===== src/rtl/seq_mul_n_pkg.sv =====
// Shared definitions for the parametrised shift-add multiplier:
// the controller state type and the iteration-counter width helper.
package seq_mul_pkg;

   // Controller states: wait for a request, iterate, then publish the product
   typedef enum logic [1:0] {
      IDLE = 2'd0,
      RUN  = 2'd1,
      DONE = 2'd2
   } mulState_e;

   // Bits needed to count WIDTH iterations (0 .. WIDTH-1); never below one bit
   function automatic int cntWidth(input int width);
      return (width <= 2) ? 1 : $clog2(width);
   endfunction

endpackage


===== src/rtl/seq_mul_n.sv =====
// Sequential shift-add multiplier with per-operation signed/unsigned mode.
// Operands are converted to magnitudes on capture, one multiplier bit is
// retired per clock, and the sign is re-applied on the publishing edge so
// the datapath itself only ever handles unsigned values.
module seq_mul_n
   import seq_mul_pkg::*;
#(
   parameter int WIDTH = 8
) (
   input  logic               clk,
   input  logic               rst_n,
   input  logic               start,
   input  logic               signed_mode,
   input  logic [WIDTH-1:0]   a,
   input  logic [WIDTH-1:0]   b,
   output logic               busy,
   output logic               done,
   output logic [2*WIDTH-1:0] op
);

   localparam int PW = 2 * WIDTH;
   localparam int CW = cntWidth(WIDTH);
   localparam logic [CW-1:0] LastCnt = CW'(WIDTH - 1);

   mulState_e        state_q, state_d;
   logic [PW-1:0]    acc_q, acc_d;
   logic [PW-1:0]    mcandShift_q, mcandShift_d;
   logic [WIDTH-1:0] mplierShift_q, mplierShift_d;
   logic [CW-1:0]    cnt_q, cnt_d;
   logic             neg_q, neg_d;
   logic [PW-1:0]    op_q, op_d;
   logic             busy_q, busy_d;
   logic             done_q, done_d;
   logic [WIDTH-1:0] magA, magB;

   // Operand magnitudes: in signed mode a negative operand is negated, so the
   // most negative value maps onto its exact unsigned magnitude 2^(WIDTH-1)
   always_comb begin
      magA = a;
      magB = b;
      if (signed_mode && a[WIDTH-1]) begin
         magA = -a;
      end
      if (signed_mode && b[WIDTH-1]) begin
         magB = -b;
      end
   end

   // Next-state and datapath: capture on request, shift-add while running,
   // apply the sign and raise the completion pulse on the publishing edge
   always_comb begin
      state_d       = state_q;
      acc_d         = acc_q;
      mcandShift_d  = mcandShift_q;
      mplierShift_d = mplierShift_q;
      cnt_d         = cnt_q;
      neg_d         = neg_q;
      op_d          = op_q;

      case (state_q)
         IDLE: begin
            if (start) begin
               neg_d         = signed_mode & (a[WIDTH-1] ^ b[WIDTH-1]);
               mcandShift_d  = {{WIDTH{1'b0}}, magA};
               mplierShift_d = magB;
               acc_d         = '0;
               cnt_d         = '0;
               state_d       = RUN;
            end
         end
         RUN: begin
            if (mplierShift_q[0]) begin
               acc_d = acc_q + mcandShift_q;
            end
            mcandShift_d  = mcandShift_q << 1;
            mplierShift_d = mplierShift_q >> 1;
            cnt_d         = cnt_q + CW'(1);
            if (cnt_q == LastCnt) begin
               state_d = DONE;
            end
         end
         DONE: begin
            op_d    = neg_q ? (PW'(0) - acc_q) : acc_q;
            state_d = IDLE;
         end
         default: begin
            state_d = IDLE;
         end
      endcase

      busy_d = (state_d != IDLE);
      done_d = (state_q == DONE);
   end

   // State and datapath registers; reset aborts any operation in flight
   always_ff @(posedge clk or negedge rst_n) begin
      if (!rst_n) begin
         state_q       <= IDLE;
         acc_q         <= '0;
         mcandShift_q  <= '0;
         mplierShift_q <= '0;
         cnt_q         <= '0;
         neg_q         <= 1'b0;
         op_q          <= '0;
         busy_q        <= 1'b0;
         done_q        <= 1'b0;
      end else begin
         state_q       <= state_d;
         acc_q         <= acc_d;
         mcandShift_q  <= mcandShift_d;
         mplierShift_q <= mplierShift_d;
         cnt_q         <= cnt_d;
         neg_q         <= neg_d;
         op_q          <= op_d;
         busy_q        <= busy_d;
         done_q        <= done_d;
      end
   end

   assign busy = busy_q;
   assign done = done_q;
   assign op   = op_q;

endmodule


===== config.mk =====
export PLATFORM = sky130hd
export DESIGN_NAME = seq_mul_n
export DESIGN_NICKNAME = d
export VERILOG_FILES = /design/src/rtl/seq_mul_n_pkg.sv /design/src/rtl/seq_mul_n.sv
export SDC_FILE = /design/constraint.sdc
export NUM_CORES = 1
export LEC_CHECK = 0
export ABC_AREA = 1
export CORE_MARGIN = 10
export CORE_UTILIZATION = 49
export CTS_CLUSTER_SIZE = 12
export DETAILED_ROUTE_END_ITERATION = 8
export HOLD_SLACK_MARGIN = 0.08
export PLACE_DENSITY = 0.73
export SLEW_MARGIN = 25
export SYNTH_ARGS = -nofsm -noshare
export SYNTH_HDL_FRONTEND = slang
export SYNTH_SLANG_ARGS = --single-unit

===== constraint.sdc =====
create_clock -name clk -period 2.24 [get_ports clk]
set_clock_uncertainty 0.05 [all_clocks]
set_input_delay 0.672 -clock clk [delete_from_list [all_inputs] [get_ports clk]]
set_output_delay 0.672 -clock clk [all_outputs]
set_load 0.1 [all_outputs]

==> results of run 1 <==
-- report_power, final --
group	switching, mW	internal, mW
Clock	0.423	0.680
Sequential	0.473	1.65
Combinational	2.98	1.52
Total	3.88	3.84
-- cells in the mapped netlist, drive strengths merged --
| library cell | number | area (µm²) |
|---|---|---|
| a22o | 2 | 17.5 |
| nor2 | 33 | 143 |
| o221ai | 2 | 17.5 |
| nand4 | 4 | 25.0 |
| fa | 1 | 20.0 |
| dfrtp | 64 | 1600 |
| nand2 | 161 | 607 |
| nor3 | 4 | 20.0 |
| clkbuf | 2 | 7.51 |
| a21oi | 17 | 96.4 |
| and2 | 1 | 6.26 |
| xnor2 | 1 | 8.76 |
| buf | 8 | 46.3 |
| o211ai | 2 | 20.0 |
| ha | 20 | 250 |
| o22ai | 10 | 68.8 |
| or2 | 3 | 18.8 |
| nand3 | 45 | 238 |
| a22oi | 12 | 90.1 |
| o31ai | 2 | 15.0 |
| o21ai | 44 | 220 |
| nand3b | 2 | 15.0 |
| xor2 | 13 | 114 |
| inv | 84 | 320 |
| and3 | 2 | 12.5 |
| a31oi | 2 | 12.5 |
-- area by class of cell --
type                       count  area (µm²)  share of cell area (%)
clock buffer                  12         155                    3.23
sequential                    64        1600                    33.3
inverter                      84         320                    6.66
clock inverter                 3        65.1                    1.35
multi-input combinational    383        2040                    42.3
timing repair buffer          43         503                    10.5
tap                          102         128                    2.65
-- worst paths after layout --
check	from	end	cells after the start
worst max register to register	mcandShift_q[0]	acc_q[12]	11
worst min-delay path	rst_n	op[0]	2
max in group asynchronous	rst_n	mcandShift_q[9]	2
min in group clk	op[15]	op[15]	2
worst min register to register	op[15]	op[15]	2
worst max-delay path	mcandShift_q[0]	acc_q[12]	11
-- stage by stage --
stage	worst slack, ps	instances	power, mW
floorplan	615	541	5.37
global placement	176	676	6.52
detailed placement	132	676	6.65
CTS	325	691	7.76
global route	149	691	8.34
finish	330	691	7.72
-- layout by cell type (no fill, tap or decap), types with 2 or more instances in the layout --
cell type / n
o21ai_0: 34
bufinv_16: 2
or2_2: 3
inv_1: 78
nor3_1: 4
nand2_1: 160
ha_1: 20
buf_12: 11
dfrtp_1: 64
o31ai_1: 2
a31oi_1: 2
inv_4: 2
clkdlybuf4s50_1: 18
and3_1: 2
nor2_1: 31
nand3_1: 44
nand4_1: 4
nand3b_1: 2
o22ai_1: 9
xor2_1: 13
o221ai_1: 2
clkbuf_8: 11
a22o_1: 2
buf_4: 13
a22oi_1: 12
a21oi_1: 16
inv_2: 4
o21ai_1: 10
-- critical path: cells and delay by family (launching register included) --
family | cells | cell delay (ps)
and+or+nand+nor | 7 | 640
DFF | 1 | 370
adders and majority gates | 2 | 530
buffers and inverters | 2 | 200
-- flip-flops by register name, indices dropped and copies added (netlist names) --
name	cells
cnt_q	3
mcandShift_q	16
mplierShift_q	8
done	1
op	16
acc_q	16
busy	1
state_q	2
neg_q	1
-- layer usage --
layer / vias up / share of wire [%]
met1: 1654 / 49
met3: 8 / 4.4
met2: 71 / 46
met5: - / 0
met4: 0 / 1.1
li1: 1850 / -
-- kinds of logic (layout without fill, tap and decap cells) --
group | Yosys count | count (layout) | share of synthesized area (%)
buffers and inverters | 94 | 142 | 9.33
adder cells (fa/ha/maj) | 21 | 21 | 6.74
AO/OA/AOI/OAI | 93 | 93 | 13.9
AND/OR/NAND/NOR | 255 | 255 | 27.0
flip-flops | 64 | 64 | 39.9
XOR/XNOR | 14 | 14 | 3.06
==> metrics.md, run 1 <==
| Metric | Value |
|---|---|
| Syn Nets | `582` |
| GRT met3 Usage | `3.73%` |
| PwrDens | `1610 nW/µm²` |
| Post-DR vias/cell | `5.19` |
| FF-to-FF setup slack | `330 ps` |
| Dpl cell area | `4590 µm²` |
| Synth unique cells | `37` |
| Vias in the first global route | `3463` |
| Mapped cell area | `4010 µm²` |
| # Post-CTS Setup Buffers | `0` |
| Critical-path cell list | `ha_1 > inv_1 > fa_1 > inv_1 > nand3_1 > nand3_1 > nand3_1 > nand3_1 > nand2_1 > nand3_1 > nand2_1` |
| Layout Utilization | `61.3%` |
| Worst Hold Margin | `289 ps` |
| Chip Width | `110 µm` |
| Residual DRC | `0` |
| Initial Utilization | `51.1%` |
| Clock Latency Late Sink | `340 ps` |
| Type of the worst min-delay path | `in2async` |
| Area Overhead vs Synth | `19.9%` |
| DR pass1 iterations | `4` |
| Period Utilization, post-route | `85.3%` |
| YS warnings | `0` |
| Sum of routed wire length over all layers | `9170 µm` |
| Final hold vios | `0` |
| VDD IR max | `484 µV` |
| GRT busiest layer | `met2` |
| Placer Congestion | `0.870` |
| CTS clk-pin slew, worst paths | `60 ps` |
| Slowest-stage cell, CP | `dfrtp_1` |
| Hold Buf Count CTS | `0` |
| Design area | `4810 µm²` |
| Final Setup Violations | `0` |
| Leakage power total | `2.51 nW` |
| H-Tree Depth | `3` |
| Detail Route Antenna Nets | `0` |
| Fill cell count | `726` |
| Die Ht | `110 µm` |
| RSZ-0062 raised after global routing | `no` |
| Critical path's most frequent cell | `nand3_1` |
| ANT cells | `0` |
| Total number of vias | `3583` |
| Clock Tree Buf Depth | `2` |
| Worst-path maximum fanout | `4` |
| Initial antenna violation count | `0` |
| Fmax | `523 MHz` |
| Final Max Slew Viols | `0` |
| Root Driver | `clkbuf_8` |
| Crit-path max cell delay | `370 ps` |
| Worst path arrival time | `2090 ps` |
| Grt met2 use | `24.3%` |
| Setup TNS | `0 ps` |
| Yosys reg bits | `64` |
| CP Launch Type | `flop` |
| Tmin final | `1910 ps` |
| Pin count of the biggest net entering global routing | `65` |
| Req. time, crit path | `2420 ps` |
| Post-DP HPWL | `7320 µm` |
| Post-Syn Instances | `541` |
| Core area | `7850 µm²` |
| Area of the die | `12200 µm²` |
| CP Capture Type | `flop` |
| Slew of the pin with the lowest slew margin | `558 ps` |
| Worst slew margin | `62.8%` |
| Rows | `32` |
| MaxCap Viol Count | `0` |
| CTS Sinks | `64` |
| Layout cell share with drive strength beyond 1 | `9.34%` |
| # nets final | `626` |
| TritonCTS clock tree | `built` |
| Ports | `38` |
| Outcome | `finished clean` |
| DR iter-0 viols | `210` |
| Syn avg cell area | `7.41 µm²` |
| Congestion Overflow GR | `0` |
| Met1 Track Usage GR | `19.0%` |
| Post-CTS sizing | `0` |
| First-pass GRT wire length | `15800 µm` |
| PortBufs | `37` |
| Register area share after synthesis | `39.9%` |
| DR WL/cell | `13.3 µm` |
| Critical path type | `reg2reg` |
| Tot GR Track Use | `15.1%` |
| TritonCTS Buffers | `9` |
(Power assumes the default switching activity.)
==> run 2, diff against run 1 <==
--- a/config.mk
+++ b/config.mk
@@ -6,7 +6,8 @@
 export NUM_CORES = 1
 export LEC_CHECK = 0
 export ABC_AREA = 1
-export CORE_MARGIN = 10
+export CAP_MARGIN = 20
+export CORE_MARGIN = 5
 export CORE_UTILIZATION = 49
 export CTS_CLUSTER_SIZE = 12
 export DETAILED_ROUTE_END_ITERATION = 8
==> run 2 against run 1 <==
Effect of this change: fmax barely moved; setup slack improved by 0.98 ps; total power fell by 1.6%; global-route usage rose by 4.6 points; combinational power barely moved; critical path depth did not move; sequential power barely moved; clock-buffer cell count rose by 1; sequential share of layout area rose by 0.052 points; largest power group unchanged; register-to-register slack barely moved.
==> metrics.md, run 2 (synthesis gave the netlist of run 1 again) <==
| Metric | Value |
|---|---|
| Fill cell count | `755` |
| Final Setup Violations | `0` |
| Initial antenna violation count | `0` |
| ANT cells | `0` |
| Pin count of the biggest net entering global routing | `32` |
| DR WL/cell | `12.9 µm` |
| MaxCap Viol Count | `0` |
| Placer Congestion | `0.945` |
| Post-DP HPWL | `7170 µm` |
| Cell Count, Final, Fillers Out | `698` |
| Reg area | `1600 µm²` |
| Sum of routed wire length over all layers | `9030 µm` |
| Setup TNS | `0 ps` |
| PortBufs | `37` |
| Layout cell share with drive strength beyond 1 | `9.78%` |
| RSZ-0062 raised after global routing | `no` |
| Commonest non-fill, non-tap cell in the layout | `nand2_1` |
| FF-to-FF setup slack | `330 ps` |
| Total placed cells including tap cells | `682` |
| CTS Sinks | `64` |
| Core area | `8090 µm²` |
| H-Tree Depth | `3` |
| Tot GR Track Use | `19.7%` |
| First-pass GRT wire length | `16100 µm` |
| TritonCTS Buffers | `9` |
| Die Ht | `100 µm` |
| Worst slew margin | `63.9%` |
| Worst-path maximum fanout | `4` |
| Worst-case reg-to-reg path depth | `11` |
| Type of the worst min-delay path | `in2async` |
| CTS clk-pin slew, worst paths | `70 ps` |
| Area of the die | `10100 µm²` |
| DR pass1 iterations | `4` |
| Req. time, crit path | `2410 ps` |
| Chip Width | `100 µm` |
| VDD IR max | `512 µV` |
| Final hold vios | `0` |
| Area of the multi-input gates | `2040 µm²` |
| # nets final | `629` |
| Root Driver | `clkbuf_8` |
| Tmin final | `1910 ps` |
| Rows | `33` |
| Ports | `38` |
| Fmax | `524 MHz` |
| Post-CTS sizing | `0` |
| Leakage power total | `2.51 nW` |
| Outcome | `finished clean` |
| Final Max Slew Viols | `0` |
| Hold Buf Count CTS | `0` |
| Clock Latency Late Sink | `330 ps` |
| PwrDens | `1580 nW/µm²` |
| Clock Tree Buf Depth | `2` |
| Period Utilization, post-route | `85.2%` |
| # Post-CTS Setup Buffers | `0` |
| CP Launch Type | `flop` |
| Overall power | `7.60 mW` |
| Vias in the first global route | `3648` |
| Critical path type | `reg2reg` |
| Total number of vias | `3661` |
| Worst path arrival time | `2080 ps` |
| Residual DRC | `0` |
| CP Capture Type | `flop` |
| Congestion Overflow GR | `0` |
| TritonCTS clock tree | `built` |
| Slew of the pin with the lowest slew margin | `541 ps` |
| Initial Utilization | `49.6%` |
| DR iter-0 viols | `195` |
| Most frequent cells in the layout | `nand2_1, inv_1, dfrtp_1` |
| Post-DR vias/cell | `5.24` |
| Area Overhead vs Synth | `19.7%` |
| Detail Route Antenna Nets | `0` |
==> run 2: area by class of cell <==
cell class | count | share of cell area (%)
Inverter | 84 | 6.67
Multi-Input combinational cell | 383 | 42.4
Clock buffer | 13 | 3.31
Clock inverter | 3 | 0.834
Timing Repair Buffer | 46 | 10.7
Tap cell | 105 | 2.74
Sequential cell | 64 | 33.4
==> run 2: metal layers <==
metal	vias to the layer above	GRT usage [%]	share of wire [%]
met5	-	0	0
met1	1682	25.3	45
met2	101	31.9	47
met4	0	11.0	3.6
met3	28	2.98	4.6
li1	1850	-	-
==> run 2: path summary, 6_finish.rpt <==
check                           startpoint         to
hold reg to reg                      op[9]      op[9]
hold / removal                       rst_n      op[2]
min in group clk                     op[9]      op[9]
setup / recovery           mcandShift_q[0]  acc_q[12]
max in group asynchronous            rst_n  acc_q[10]
setup reg to reg           mcandShift_q[0]  acc_q[12]
==> run 2: critical path, stage by stage, from the launching register on <==
cell and delay [ps]:
dfrtp_1 380, ha_1 190, inv_1 60, fa_1 360, inv_1 140, nand3_1 90, nand3_1 140, nand3_1 120
nand3_1 90, nand2_1 50, nand3_1 90, nand2_1 50
==> run 2: power by group <==
group | switching, mW | internal (mW) | leakage [nW]
Clock | 0.419 | 0.572 | 0.103
Sequential | 0.459 | 1.65 | 0.810
Combinational | 2.99 | 1.51 | 1.60
==> run 2: metrics by stage <==
step | worst slack, ps | util, % | instance area [µm²] | hold slack (ps)
detailed placement | 140 | 56.9 | 4600 | 417
global route | 140 | 59.3 | 4800 | 251
CTS | 321 | 59.3 | 4800 | 218
floorplan | 615 | - | 4010 | 326
finish | 331 | 59.3 | 4800 | 223
global placement | 179 | 56.9 | 4600 | 414
